$ cat src/rtl/serial_adder_ctrl.sv
// Bit-serial adder controller: a single full-adder cell walks WIDTH-bit operands
// LSB first, with valid/ready handshakes on operand entry and result exit.

module full_adder (
    input  logic a,
    input  logic b,
    input  logic ci,
    output logic s,
    output logic co
);
    assign s  = a ^ b ^ ci;
    assign co = (a & b) | (ci & (a ^ b));
endmodule

module serial_adder_ctrl #(
    parameter int WIDTH = 8
) (
    input  logic             CLK,
    input  logic             RST_N,
    input  logic             START_VALID,
    output logic             START_READY,
    input  logic [WIDTH-1:0] A_IN,
    input  logic [WIDTH-1:0] B_IN,
    input  logic             CI_IN,
    output logic             RES_VALID,
    input  logic             RES_READY,
    output logic [WIDTH-1:0] SUM,
    output logic             CO,
    output logic             OVF,
    output logic             BUSY
);
    localparam int CW = $clog2(WIDTH + 1);

    localparam logic [1:0] IDLE = 2'd0;
    localparam logic [1:0] RUN  = 2'd1;
    localparam logic [1:0] DONE = 2'd2;

    localparam logic [CW-1:0] LAST_BIT = CW'(WIDTH - 1);

    logic [1:0]       state;
    logic [CW-1:0]    bit_cnt;
    logic             carry;
    logic [WIDTH-1:0] a_sr;
    logic [WIDTH-1:0] b_sr;
    logic [WIDTH-1:0] sum_sr;
    logic [WIDTH-1:0] sum_next;
    logic             fa_s;
    logic             fa_co;
    logic             accept;
    logic             last_bit;

    full_adder u_fa (
        .a  (a_sr[0]),
        .b  (b_sr[0]),
        .ci (carry),
        .s  (fa_s),
        .co (fa_co)
    );

    // DONE with RES_READY counts as ready so a new operation can start with no bubble.
    assign START_READY = (state == IDLE) | ((state == DONE) & RES_READY);
    assign accept      = START_VALID & START_READY;
    assign last_bit    = (bit_cnt == LAST_BIT);
    assign RES_VALID   = (state == DONE);
    assign BUSY        = (state == RUN);

    // Written as shifts rather than a concatenation so WIDTH=1 stays legal.
    assign sum_next = (sum_sr >> 1) | (WIDTH'(fa_s) << (WIDTH - 1));

    always_ff @(posedge CLK or negedge RST_N) begin
        if (!RST_N) begin
            state   <= IDLE;
            bit_cnt <= '0;
            carry   <= 1'b0;
            a_sr    <= '0;
            b_sr    <= '0;
            sum_sr  <= '0;
            SUM     <= '0;
            CO      <= 1'b0;
            OVF     <= 1'b0;
        end else if (accept) begin
            state   <= RUN;
            a_sr    <= A_IN;
            b_sr    <= B_IN;
            carry   <= CI_IN;
            bit_cnt <= '0;
        end else begin
            case (state)
                RUN: begin
                    a_sr    <= a_sr >> 1;
                    b_sr    <= b_sr >> 1;
                    sum_sr  <= sum_next;
                    carry   <= fa_co;
                    bit_cnt <= bit_cnt + CW'(1);
                    // The carry flop still holds the carry into the MSB on this edge.
                    if (last_bit) begin
                        SUM   <= sum_next;
                        CO    <= fa_co;
                        OVF   <= carry ^ fa_co;
                        state <= DONE;
                    end
                end
                DONE: begin
                    if (RES_READY) begin
                        state <= IDLE;
                    end
                end
                IDLE: begin
                    state <= IDLE;
                end
                default: begin
                    state <= IDLE;
                end
            endcase
        end
    end
endmodule

$ cat config.mk
export PLATFORM = sky130hd
export DESIGN_NAME = serial_adder_ctrl
export DESIGN_NICKNAME = d
export VERILOG_FILES = /design/src/rtl/serial_adder_ctrl.sv
export SDC_FILE = /design/constraint.sdc
export NUM_CORES = 1
export LEC_CHECK = 0
export ABC_AREA = 1
export CORE_UTILIZATION = 40
export CTS_BUF_LIST = sky130_fd_sc_hd__clkbuf_8
export DETAILED_ROUTE_END_ITERATION = 10
export PLACE_DENSITY = 0.68
export SYNTH_ARGS = -nofsm -noshare
export SYNTH_HDL_FRONTEND = slang
export SYNTH_SLANG_ARGS = --single-unit
$ cat constraint.sdc
create_clock -name CLK -period 1.32 [get_ports CLK]
set_clock_uncertainty 0.1 [all_clocks]
set_input_delay 0.264 -clock CLK [delete_from_list [all_inputs] [get_ports CLK]]
set_output_delay 0.264 -clock CLK [all_outputs]
set_load 0.01 [all_outputs]
==> run_results.csv, run 1 <==
group,metric,value,unit
layout,syn_to_final_growth,38.4,%
layout,mostFrequentLayoutCells,"nand2_1 (87), nand3_1 (39), dfrtp_1 (38)",
sta,worstMarginPinSlew,236,ps
layout,nets,312,
place,place_ws,-480,ps
layout,drive_above_1_share,0.217,
detailed_routing,drtIter0Drc,81,
clocking,cts_max_level,2,
layout,final_common_cell,"nand2_1",
die,ios,34,
layout,antenna_cells,0,
layout,stdcell_count,342,
detailed_routing,vias,1616,
clocking,root_buffer,"clkbuf_8",
die,rows,24,
clocking,clkLatencyLatePin,290,ps
critical_path,crit_required,960,ps
job,drv_cap,0,
logic_synthesis,ys_warn_count,0,
clocking,clock-sinks,40,
power_and_ir_drop,ir_drop,1.22,mV
critical_path,startpoint_type,"flip-flop",
power_and_ir_drop,p_per_area,2290,nW/um2
logic_synthesis,ys_seq_area_frac,0.528,
global_routing,overflow,0,
critical_path,endpoint_kind,"output pin",
detailed_routing,ant_nets,0,
logic_synthesis,syn_nets,260,
critical_path,path_class,"flip-flop to output pin",
sta,post-route-min-period,1420,ps
clocking,clock_path_buffers,2,
sta,hold_violations,0,
detailed_routing,wl,3860,um
sta,finalSetupViolations,27,
logic_synthesis,ys_ff_latch,40,
sta,tns,-1020,ps
logic_synthesis,syn-cell-area,1900,um2
place,place.gp.congestion,0.775,
global_routing,grt_pass1_wl,6530,um
detailed_routing,drt_first_pass_iters,6,
sta,setup_ws,-101,ps
sta,max-slew-margin-rel,0.842,
place,placed_cell_area,2290,um2
die,die_height,70.8,um
clocking,clkTransAtPathRegs,70,ps
sta,period_share,1.08,
sta,hold_ws,309,ps
die,die_x,70.8,um
logic_synthesis,syn_inst,237,
place,dp_cells,321,
critical_path,worstPathArrival,1060,ps
sta,rsz0062_at_grt,"yes",
detailed_routing,drc,0,
place,portBuffers,33,
logic_synthesis,syn_avg_cell_area,8.00,um2
global_routing,first_global_vias,1496,
hold_path,hold_class,"input pin to flip-flop",
critical_path,cp_max_fo,4,
logic_synthesis,synthDistinctLibCells,20,
clocking,cts-buffers-inserted,5,
layout,design_area,2620,um2
detailed_routing,via_per_inst,4.73,
sta,max_freq,0.704,GHz
detailed_routing,wire_per_inst,11.3,um
power_and_ir_drop,leakage,1.39,nW
status,failed_checks,"negative setup slack",
global_routing,grt_max_degree,41,
status,status,"finished, violations left",
die,start_util,0.427,
sta,drv_slew,0,
place,dp_hpwl,2420,um
clocking,tritoncts,"built",
die,dieArea,5020,um2
global_routing,antenna_found_initial,0,
die,core,4440,um2
global_routing,track_usage,0.166,
==> through the flow <==
step                      power [mW]   util
final                           6.01  0.590
after global routing            6.56  0.590
after CTS                       5.57  0.550
after detailed placement        4.52  0.516
after global placement          4.46  0.516
after floorplan                 3.81      -
==> layer usage <==
| metal | vias up | share of wire | track usage |
|---|---|---|---|
| met5 | - | 0 | 0 |
| met4 | 0 | 0.013 | 0.0600 |
| met3 | 8 | 0.039 | 0.0456 |
| met2 | 36 | 0.45 | 0.270 |
| met1 | 729 | 0.49 | 0.212 |
| li1 | 843 | - | - |
==> kinds of logic (layout without fill, tap and decap cells) <==
logic type,after synthesis,in the layout,share of synthesized area
AOI/OAI and AO/OA,13,13,0.0363
adders and majority gates,2,2,0.0172
DFF,40,40,0.528
buffers and inverters,35,88,0.0924
xor gates and xnor gates,1,1,0.00462
and+or+nand+nor,146,146,0.321
==> final cells by class <==
type                            count  area (um2)
Inverter                           23        98.8
Clock inverter                      3        38.8
Clock buffer                        5        68.8
Sequential cell                    40        1000
Tap cell                           52        65.1
Timing Repair Buffer               57         561
Multi-Input combinational cell    162         787
Fill cell                         408        1820
==> what timing repair did <==
item | CTS | global route
hold buffers | 1 | 0
endpoints found under the setup margin | 47 | 42
hold endpoints to repair | 40 | 0
resized for setup | 43 | 45
cloned | 0 | 4
pin swaps | 2 | 9
buffers inserted | 3 | 5
==> report_power, final <==
group | internal (mW) | switching (mW)
Combinational | 1.39 | 1.50
Sequential | 1.80 | 0.358
Clock | 0.553 | 0.412
==> path summary, 6_finish.rpt <==
check / start / endpoint / slack, ps / cells past startpoint
max: state[1] / BUSY / -100 / 2
min: RES_READY / state[1] / 310 / 4
max reg2reg: state[1] / OVF / -70 / 6
min reg2reg: SUM[3] / SUM[3] / 380 / 2
max in group asynchronous: RST_N / state[0] / 530 / 3
min in group asynchronous: RST_N / SUM[2] / 370 / 3
==> Yosys cell counts (all sizes together) <==
master,instances,area share
nand2,98,0.19
nand3,41,0.11
dfrtp,40,0.53
inv,23,0.046
buf,11,0.045
o21ai,11,0.029
nor2,6,0.013
a21oi,2,0.0073
and3,1,0.0033
clkbuf,1,0.0020
fa,1,0.011
ha,1,0.0066
xnor2,1,0.0046
==> registers in the layout, indices dropped and copies added (netlist names), 2 cells and up <==
name / cells
SUM: 8
a_sr: 8
b_sr: 8
bit_cnt: 4
state: 2
sum_sr: 7
==> worst max-delay path, cell delays in order, from the launching register on <==
cell and delay, ps:
dfrtp_2 460, nor2_4 180, buf_6 120
(Power assumes the default switching activity.)
==> inputs of run 2 (changes only) <==
Settings changed: CORE_ASPECT_RATIO set to 0.8, SLEW_MARGIN set to 20.
==> run_results.csv, run 2 (synthesis results as in run 1) <==
group,metric,value,unit
layout,antenna_cells,0,
detailed_routing,drtIter0Drc,138,
sta,period_share,1.16,
place,place.gp.congestion,0.791,
status,status,"finished, violations left",
power_and_ir_drop,p_per_area,2370,nW/um2
sta,rsz0062_at_grt,"yes",
hold_path,hold_class,"input pin to async pin",
detailed_routing,vias,1706,
die,die_height,63.6,um
layout,fillers,402,
layout,largestRegisters,"SUM (8), a_sr (8), b_sr (8)",
layout,regArea,1000,um2
critical_path,slowest_delay,410,ps
global_routing,grt_max_degree,41,
critical_path,path_class,"flip-flop to output pin",
power_and_ir_drop,finalPower,6.51,mW
critical_path,cp_max_fo,3,
critical_path,worstPathArrival,1160,ps
die,rows,22,
critical_path,startpoint_type,"flip-flop",
detailed_routing,via_per_inst,4.87,
clocking,clkTransAtPathRegs,80,ps
sta,max_freq,0.655,GHz
sta,tns,-2030,ps
global_routing,grt_pass1_wl,7600,um
sta,finalSetupViolations,34,
sta,setup_ws,-208,ps
sta,max-slew-margin-rel,0.827,
layout,final_core_util,0.600,
critical_path,crit_required,960,ps
place,dp_cells,331,
clocking,tritoncts,"built",
detailed_routing,ant_nets,0,
clocking,clock-sinks,40,
global_routing,track_usage,0.200,
layout,syn_to_final_growth,44.6,%
sta,worstMarginPinSlew,258,ps
layout,stdcell_count,350,
place,dp_hpwl,2680,um
critical_path,path_cells,"buf_6 > a21oi_4 > buf_2",
die,ios,34,
detailed_routing,drc,0,
critical_path,cpMaxStageDelayCell,"dfrtp_1",
die,core,4570,um2
sta,hold_violations,0,
global_routing,antenna_found_initial,0,
layout,final_common_cell,"nand2_1",
job,drv_cap,0,
die,die_x,79.0,um
global_routing,first_global_vias,1542,
clocking,cts-buffers-inserted,5,
layout,design_area,2740,um2
die,start_util,0.415,
power_and_ir_drop,ir_drop,1.11,mV
layout,drive_above_1_share,0.279,
clocking,clkLatencyLatePin,300,ps
status,failed_checks,"negative setup slack",
clocking,root_buffer,"clkbuf_8",
detailed_routing,drt_first_pass_iters,4,
detailed_routing,wire_per_inst,13.1,um
layout,mostFrequentLayoutCells,"nand2_1 (82), dfrtp_1 (39), nand3_1 (30)",
clocking,cts_max_level,2,
sta,post-route-min-period,1530,ps
clocking,clock_path_buffers,2,
global_routing,overflow,0,
place,placed_cell_area,2320,um2
layout,multi_input_area,883,um2
detailed_routing,wl,4600,um
place,portBuffers,33,
critical_path,endpoint_kind,"output pin",
power_and_ir_drop,leakage,1.42,nW
die,dieArea,5020,um2
layout,nets,312,
sta,drv_slew,0,
==> run 2: report_power, final <==
part	internal, mW	leakage [nW]	switching (mW)	total, mW
Combinational	1.56	0.856	1.79	3.35
Clock	0.554	0.0593	0.440	0.993
Sequential	1.79	0.501	0.367	2.16
Total	3.90	1.42	2.60	6.51
==> run 2: timing repair <==
| item | 4_1_cts | 5_1_grt |
|---|---|---|
| pin swaps | 8 | 5 |
| gates cloned | 4 | 0 |
| setup buffers | 7 | 1 |
| hold buffers | 1 | 0 |
| gates resized for setup | 70 | 41 |
| endpoints found under the hold margin | 40 | 0 |
| endpoints found under the setup margin | 50 | 39 |
==> run 2: final timing paths <==
check,start,endpoint,slack (ps),cells after the start
worst min-delay path,RST_N,SUM[6],350,3
worst max-delay path,state[0],START_READY,-210,3
worst min register to register,sum_sr[1],SUM[0],380,2
min in group CLK,sum_sr[1],SUM[0],380,2
max in group asynchronous,RST_N,a_sr[1],560,3
worst max register to register,state[0],SUM[1],-80,7
==> run 2: per-stage QoR <==
stage / hold slack [ps] / setup slack, ps
global route: 383 / -253
floorplan: -132 / 1.11
CTS: 374 / -208
detailed placement: 150 / -591
global placement: 151 / -616
finish: 351 / -208
==> run 2: critical path: cells and delay by family, from the launching register on <==
kind                   cells  cell delay [ps]
AOI/OAI and AO/OA          1              150
buffers and inverters      2              300
DFF                        1              410
==> run 2: cell type report <==
cell class,count,share of cell area
flip-flops and latches,40,0.366
multi-input cells,162,0.322
repair buffers,57,0.211
inverters,23,0.0342
well taps,60,0.0274
clock buffers,5,0.0251
clock inverters,3,0.0141
==> run 2: metal layers <==
metal | vias to the layer above | routed length (um) | track usage
li1 | 850 | - | -
met1 | 804 | 2210 | 0.300
met5 | - | 0 | 0
met2 | 45 | 2090 | 0.282
met4 | 0 | 55 | 0.0659
met3 | 7 | 236 | 0.0449
